## src/rtl/product_accumulator.sv

```systemverilog
// product_accumulator
//   Accumulates a frame of 6-bit unsigned products from an upstream 3x3
//   multiplier stage and presents the frame sum, the beat count and a sticky
//   overflow flag through a valid/ready result port.
//
//   Parameters
//     ACC_W    accumulator / result width in bits (>= 6)
//     MAX_CNT  maximum products per frame (1..255)
//
//   Ports
//     clk        rising-edge clock
//     rst_n      asynchronous active-low reset
//     in_valid   product beat valid
//     in_prod    6-bit unsigned product
//     in_last    final beat of the frame (only meaningful when accepted)
//     in_ready   block can take a product (state-decoded, registered)
//     out_valid  frame result available (registered)
//     out_ready  consumer accepts the result
//     out_sum    frame sum (ACC_W bits)
//     out_cnt    products in the frame (8 bits)
//     out_ovf    frame sum exceeded 2^ACC_W-1 at some point
//
//   Build option
//     PRODUCT_ACC_SATURATE_EN  defined: acc clamps at 2^ACC_W-1 on overflow;
//                              undefined: acc wraps modulo 2^ACC_W.
module product_accumulator #(
    parameter int unsigned ACC_W   = 10,
    parameter int unsigned MAX_CNT = 16
) (
    input  logic             clk,
    input  logic             rst_n,
    input  logic             in_valid,
    input  logic [5:0]       in_prod,
    input  logic             in_last,
    output logic             in_ready,
    output logic             out_valid,
    input  logic             out_ready,
    output logic [ACC_W-1:0] out_sum,
    output logic [7:0]       out_cnt,
    output logic             out_ovf
);

    localparam int unsigned CNT_W = 8;
    localparam int unsigned SUM_W = ACC_W + 1;

    typedef enum logic [1:0] {
        IDLE  = 2'd0,
        ACCUM = 2'd1,
        HOLD  = 2'd2
    } state_t;

    state_t             state;
    logic [ACC_W-1:0]   acc;
    logic [CNT_W-1:0]   cnt;
    logic               ovf;

    logic               accept_c;
    logic [SUM_W-1:0]   sum_ext_c;
    logic [ACC_W-1:0]   acc_next_c;
    logic [CNT_W-1:0]   cnt_next_c;
    logic               ovf_next_c;
    logic               frame_end_c;

    // Post-update accumulator values for an accepted beat
    always_comb begin
        accept_c    = 1'b0;
        sum_ext_c   = '0;
        acc_next_c  = acc;
        cnt_next_c  = cnt;
        ovf_next_c  = ovf;
        frame_end_c = 1'b0;

        accept_c  = in_valid && (state != HOLD);
        // One spare bit catches the carry out of the ACC_W-bit sum
        sum_ext_c = {1'b0, acc} + SUM_W'(in_prod);

        if (state == IDLE) begin
            acc_next_c = ACC_W'(in_prod);
            cnt_next_c = CNT_W'(1);
            ovf_next_c = 1'b0;
        end else begin
            cnt_next_c = cnt + CNT_W'(1);
            ovf_next_c = ovf | sum_ext_c[ACC_W];
`ifdef PRODUCT_ACC_SATURATE_EN
            // Once clamped, every later non-zero product carries again,
            // so acc stays pinned at full scale until frame end
            acc_next_c = sum_ext_c[ACC_W] ? {ACC_W{1'b1}} : sum_ext_c[ACC_W-1:0];
`else
            acc_next_c = sum_ext_c[ACC_W-1:0];
`endif
        end

        frame_end_c = in_last || (cnt_next_c == CNT_W'(MAX_CNT));
    end

    // Frame FSM with registered handshake and result outputs
    always_ff @(posedge clk or negedge rst_n) begin
        if (!rst_n) begin
            state     <= IDLE;
            acc       <= '0;
            cnt       <= '0;
            ovf       <= 1'b0;
            in_ready  <= 1'b1;
            out_valid <= 1'b0;
            out_sum   <= '0;
            out_cnt   <= '0;
            out_ovf   <= 1'b0;
        end else begin
            case (state)
                IDLE, ACCUM: begin
                    if (accept_c) begin
                        acc <= acc_next_c;
                        cnt <= cnt_next_c;
                        ovf <= ovf_next_c;
                        if (frame_end_c) begin
                            state     <= HOLD;
                            in_ready  <= 1'b0;
                            out_valid <= 1'b1;
                            out_sum   <= acc_next_c;
                            out_cnt   <= cnt_next_c;
                            out_ovf   <= ovf_next_c;
                        end else begin
                            state <= ACCUM;
                        end
                    end
                end
                HOLD: begin
                    if (out_ready) begin
                        state     <= IDLE;
                        acc       <= '0;
                        cnt       <= '0;
                        ovf       <= 1'b0;
                        in_ready  <= 1'b1;
                        out_valid <= 1'b0;
                        out_sum   <= '0;
                        out_cnt   <= '0;
                        out_ovf   <= 1'b0;
                    end
                end
                default: begin
                    state     <= IDLE;
                    in_ready  <= 1'b1;
                    out_valid <= 1'b0;
                end
            endcase
        end
    end

endmodule

```

## config.mk

```make
export PLATFORM = sky130hd
export DESIGN_NAME = product_accumulator
export DESIGN_NICKNAME = d
export VERILOG_FILES = /design/src/rtl/product_accumulator.sv
export SDC_FILE = /design/constraint.sdc
export NUM_CORES = 1
export LEC_CHECK = 0
export ABC_CLOCK_PERIOD_IN_PS = 2300
export CAP_MARGIN = 40
export CORE_AREA = 5 5 76 78
export CTS_CLUSTER_SIZE = 30
export DETAILED_ROUTE_END_ITERATION = 7
export DIE_AREA = 0 0 81 83
export PLACE_DENSITY = 0.7
export SYNTH_ARGS = -nofsm -noshare
export SYNTH_HDL_FRONTEND = slang
export SYNTH_SLANG_ARGS = --single-unit
export TNS_END_PERCENT = 20
```

## constraint.sdc

```tcl
create_clock -name clk -period 2.3 [get_ports clk]
set_input_delay 0.46 -clock clk [delete_from_list [all_inputs] [get_ports clk]]
set_output_delay 0.46 -clock clk [all_outputs]
set_load 0.02 [all_outputs]
```

==> impl_metrics.ini <==
[run_status]
status = finished, violations left
violations = negative setup slack

[setup_path]
end_kind = flip-flop
critPathRequiredTime_ns = 2.47
crit_fanout = 2
rr_worst_depth = 7
path_class = input pin to flip-flop
r2r_slack_ns = -0.004
r2r-start = cnt[0]$_DFFE_PN0P_
start_kind = input pin
worstReg2RegEnd = out_cnt[4]$_DFFE_PN0P_
worstPathArrival_ns = 2.47

[placement]
gp_congestion = 0.831
hpwl_mm = 3.71
post-place-ws_ns = -0.514
port_buffers = 31

[detailed_routing]
antenna_left = 0
vias = 1921
wirelength_mm = 5.14
first_iter_violations = 124
drc = 0
routed_via_density = 5.28
drtPass1Iterations = 4
wl_per_cell_um = 14.1

[logic_synthesis]
ys_types = 44
ys_warn_count = 0
synth_nets = 259
syn_area_per_cell_um2 = 9.28
synth_edf_count = 0
ys_seq_elements = 42
synthFlopType = dfrtp_1
synth.cell_area_um2 = 2230
postSynthCellCount = 240
synth_seq_area_share_pct = 47.2
async_flop_share_pct = 100

[grt]
globalRoute.busiestLayer = met2
met3_usage_pct = 2.81
track_usage_pct = 16.1
grt_pass1_wl_mm = 8.69
antenna_found_initial = 0
use_met1_pct = 22.6
grtUsageMet2_pct = 25.3
grt_max_degree = 43
grt_pass1_vias = 1860
grt_overflow = 0

[clocking]
cts_buffer_depth = 2
insertion_delay_ns = 0.29
path_clk_slew_ns = 0.08
clock-root-buffer = clkbuf_8
numCtsBuffers = 5
cts_tree = built
hold_buffers = 0
cts_max_level = 2
clock-sinks = 42

[pwr]
power_density_nw_per_um2 = 799
comb_power_share_pct = 40.0
p_seq_share_pct = 39.1
leakage_nw = 1.31
ir_drop_mv = 0.423
clockPowerShare_pct = 20.9
intPower_mw = 1.54
p_sw_share_pct = 34.4
p_sw_uw = 807

[timing]
period_minus_slack_ns = 2.30
finalSetupViolCount = 1
clock_skew_ns = 0.00263
slew_headroom_pct = 62.9
setup_tns_ns = -0.00426
timing.final.ws_setup_ns = -0.00426
rsz0062_at_grt = yes
slew_viol_final = 0
hold_viol = 0
worst_pin_slew_ns = 0.555
period_share_pct = 100
timing.fmax_mhz = 434

[die]
fp.coreArea_um2 = 5010
start_util_pct = 44.5
num_rows = 26
dieArea_um2 = 6720
die_y_um = 83
fp.dieW_um = 81
ios = 32

[layout]
diodes = 0
drive_above_1_share_pct = 18.0
finalNetCount = 312
syn_to_final_growth_pct = 32.0

[flow_run]
drv_cap = 0

[hold_path]
hp-class = input pin to asynchronous set/reset pin
## critical path, stage by stage
cell             delay [ns]
clkdlybuf4s50_1        0.43
buf_4                  0.15
ha_1                   0.32
a211oi_2               0.25
nor2_1                 0.11
o41a_1                 0.36
nand4_1                0.13
xor2_1                 0.17
o21ai_0                0.10
## cell type report
class / instances / area (um2)
clock buffer: 7 / 86.3
clock inverter: 1 / 5.00
fill: 461 / 2070
inverter: 11 / 41.3
multi-input combinational: 172 / 1110
sequential: 42 / 1050
tap: 70 / 87.6
timing repair buffer: 61 / 553
## layer usage
layer	share of wire, %	vias up	routed length (um)
li1	-	954	-
met1	47	919	2420
met2	48	44	2440
met3	4.4	4	224
met4	0.93	0	48
met5	0	-	0
## cells in the mapped netlist (5+ instances only)
| library cell | number | area [um2] |
|---|---|---|
| o21ai_1 | 7 | 35.0 |
| o21ai_0 | 22 | 110 |
| dfrtp_1 | 41 | 1030 |
| clkbuf_1 | 8 | 30.0 |
| ha_1 | 7 | 87.6 |
| nand3_1 | 5 | 25.0 |
| a21oi_1 | 17 | 85.1 |
| a22o_1 | 6 | 52.6 |
| xor2_1 | 7 | 61.3 |
| nor2_1 | 17 | 63.8 |
| nand2_1 | 31 | 116 |
| inv_1 | 10 | 37.5 |
## power by group through the flow
stage	sequential (mW)	clock [mW]	combinational [mW]
after floorplan	0.995	0	0.428
after global placement	0.932	0	0.840
after detailed placement	0.933	0	0.854
after CTS	0.919	0.501	0.901
after global routing	0.935	0.534	1.03
final	0.919	0.491	0.938
## cells by family after synthesis
logic type | after synthesis | synth area share (%)
buffers and inverters | 26 | 5.62
AO/OA/AOI/OAI | 81 | 23.0
multiplexers | 1 | 0.449
flip-flops | 42 | 47.2
XOR/XNOR | 11 | 4.33
adder cells (fa/ha/maj) | 8 | 4.83
AND/OR/NAND/NOR | 71 | 14.5
## per-stage QoR
step	hold slack, ns	util (%)	power [mW]	cell area (um2)	cells
final	0.234	58.7	2.35	2940	364
after global routing	0.276	58.7	2.50	2940	364
after CTS	0.251	57.8	2.32	2900	363
after detailed placement	0.459	54.8	1.79	2740	352
after global placement	0.450	54.8	1.77	2740	352
after floorplan	0.164	-	1.42	2230	240
## flip-flops by register name (all words and copies together) (netlist names)
| name | cells |
|---|---|
| acc | 10 |
| out_sum | 10 |
| cnt | 8 |
| out_cnt | 8 |
| state | 2 |
| in_ready | 1 |
| out_ovf | 1 |
| out_valid | 1 |
| ovf | 1 |
## worst max-delay path by stage
stage,from,endpoint,slack (ns),cells after the start
after floorplan,cnt[1]$_DFFE_PN0P_,out_cnt[5]$_DFFE_PN0P_,0.003,8
after CTS,cnt[1]$_DFFE_PN0P_,out_cnt[4]$_DFFE_PN0P_,0.001,7
after global placement,in_prod[0],out_sum[8]$_DFFE_PN0P_,-0.46,11
after detailed placement,in_prod[0],out_sum[8]$_DFFE_PN0P_,-0.51,11
after global routing,in_prod[1],out_sum[9]$_DFFE_PN0P_,-0.11,9
final,in_prod[1],acc[9]$_DFFE_PN0P_,-0.004,9
## cell usage in the layout, fill, tap and decap left out, types with 7 or more instances in the layout
cell type and instances:
nand2_1 30, inv_1 10, nor2_1 17, dfrtp_1 41, clkdlybuf4s50_1 29, a21oi_1 15
o21ai_0 18, xor2_1 7, buf_4 27, o21ai_1 10
## timing repair
item / in CTS / in global routing
setup endpoints to repair: 15 / 24
gates resized for setup: 10 / 11
setup buffers: 3 / 1
pin swaps: 5 / 10
Power figures use the tool's default switching activity.
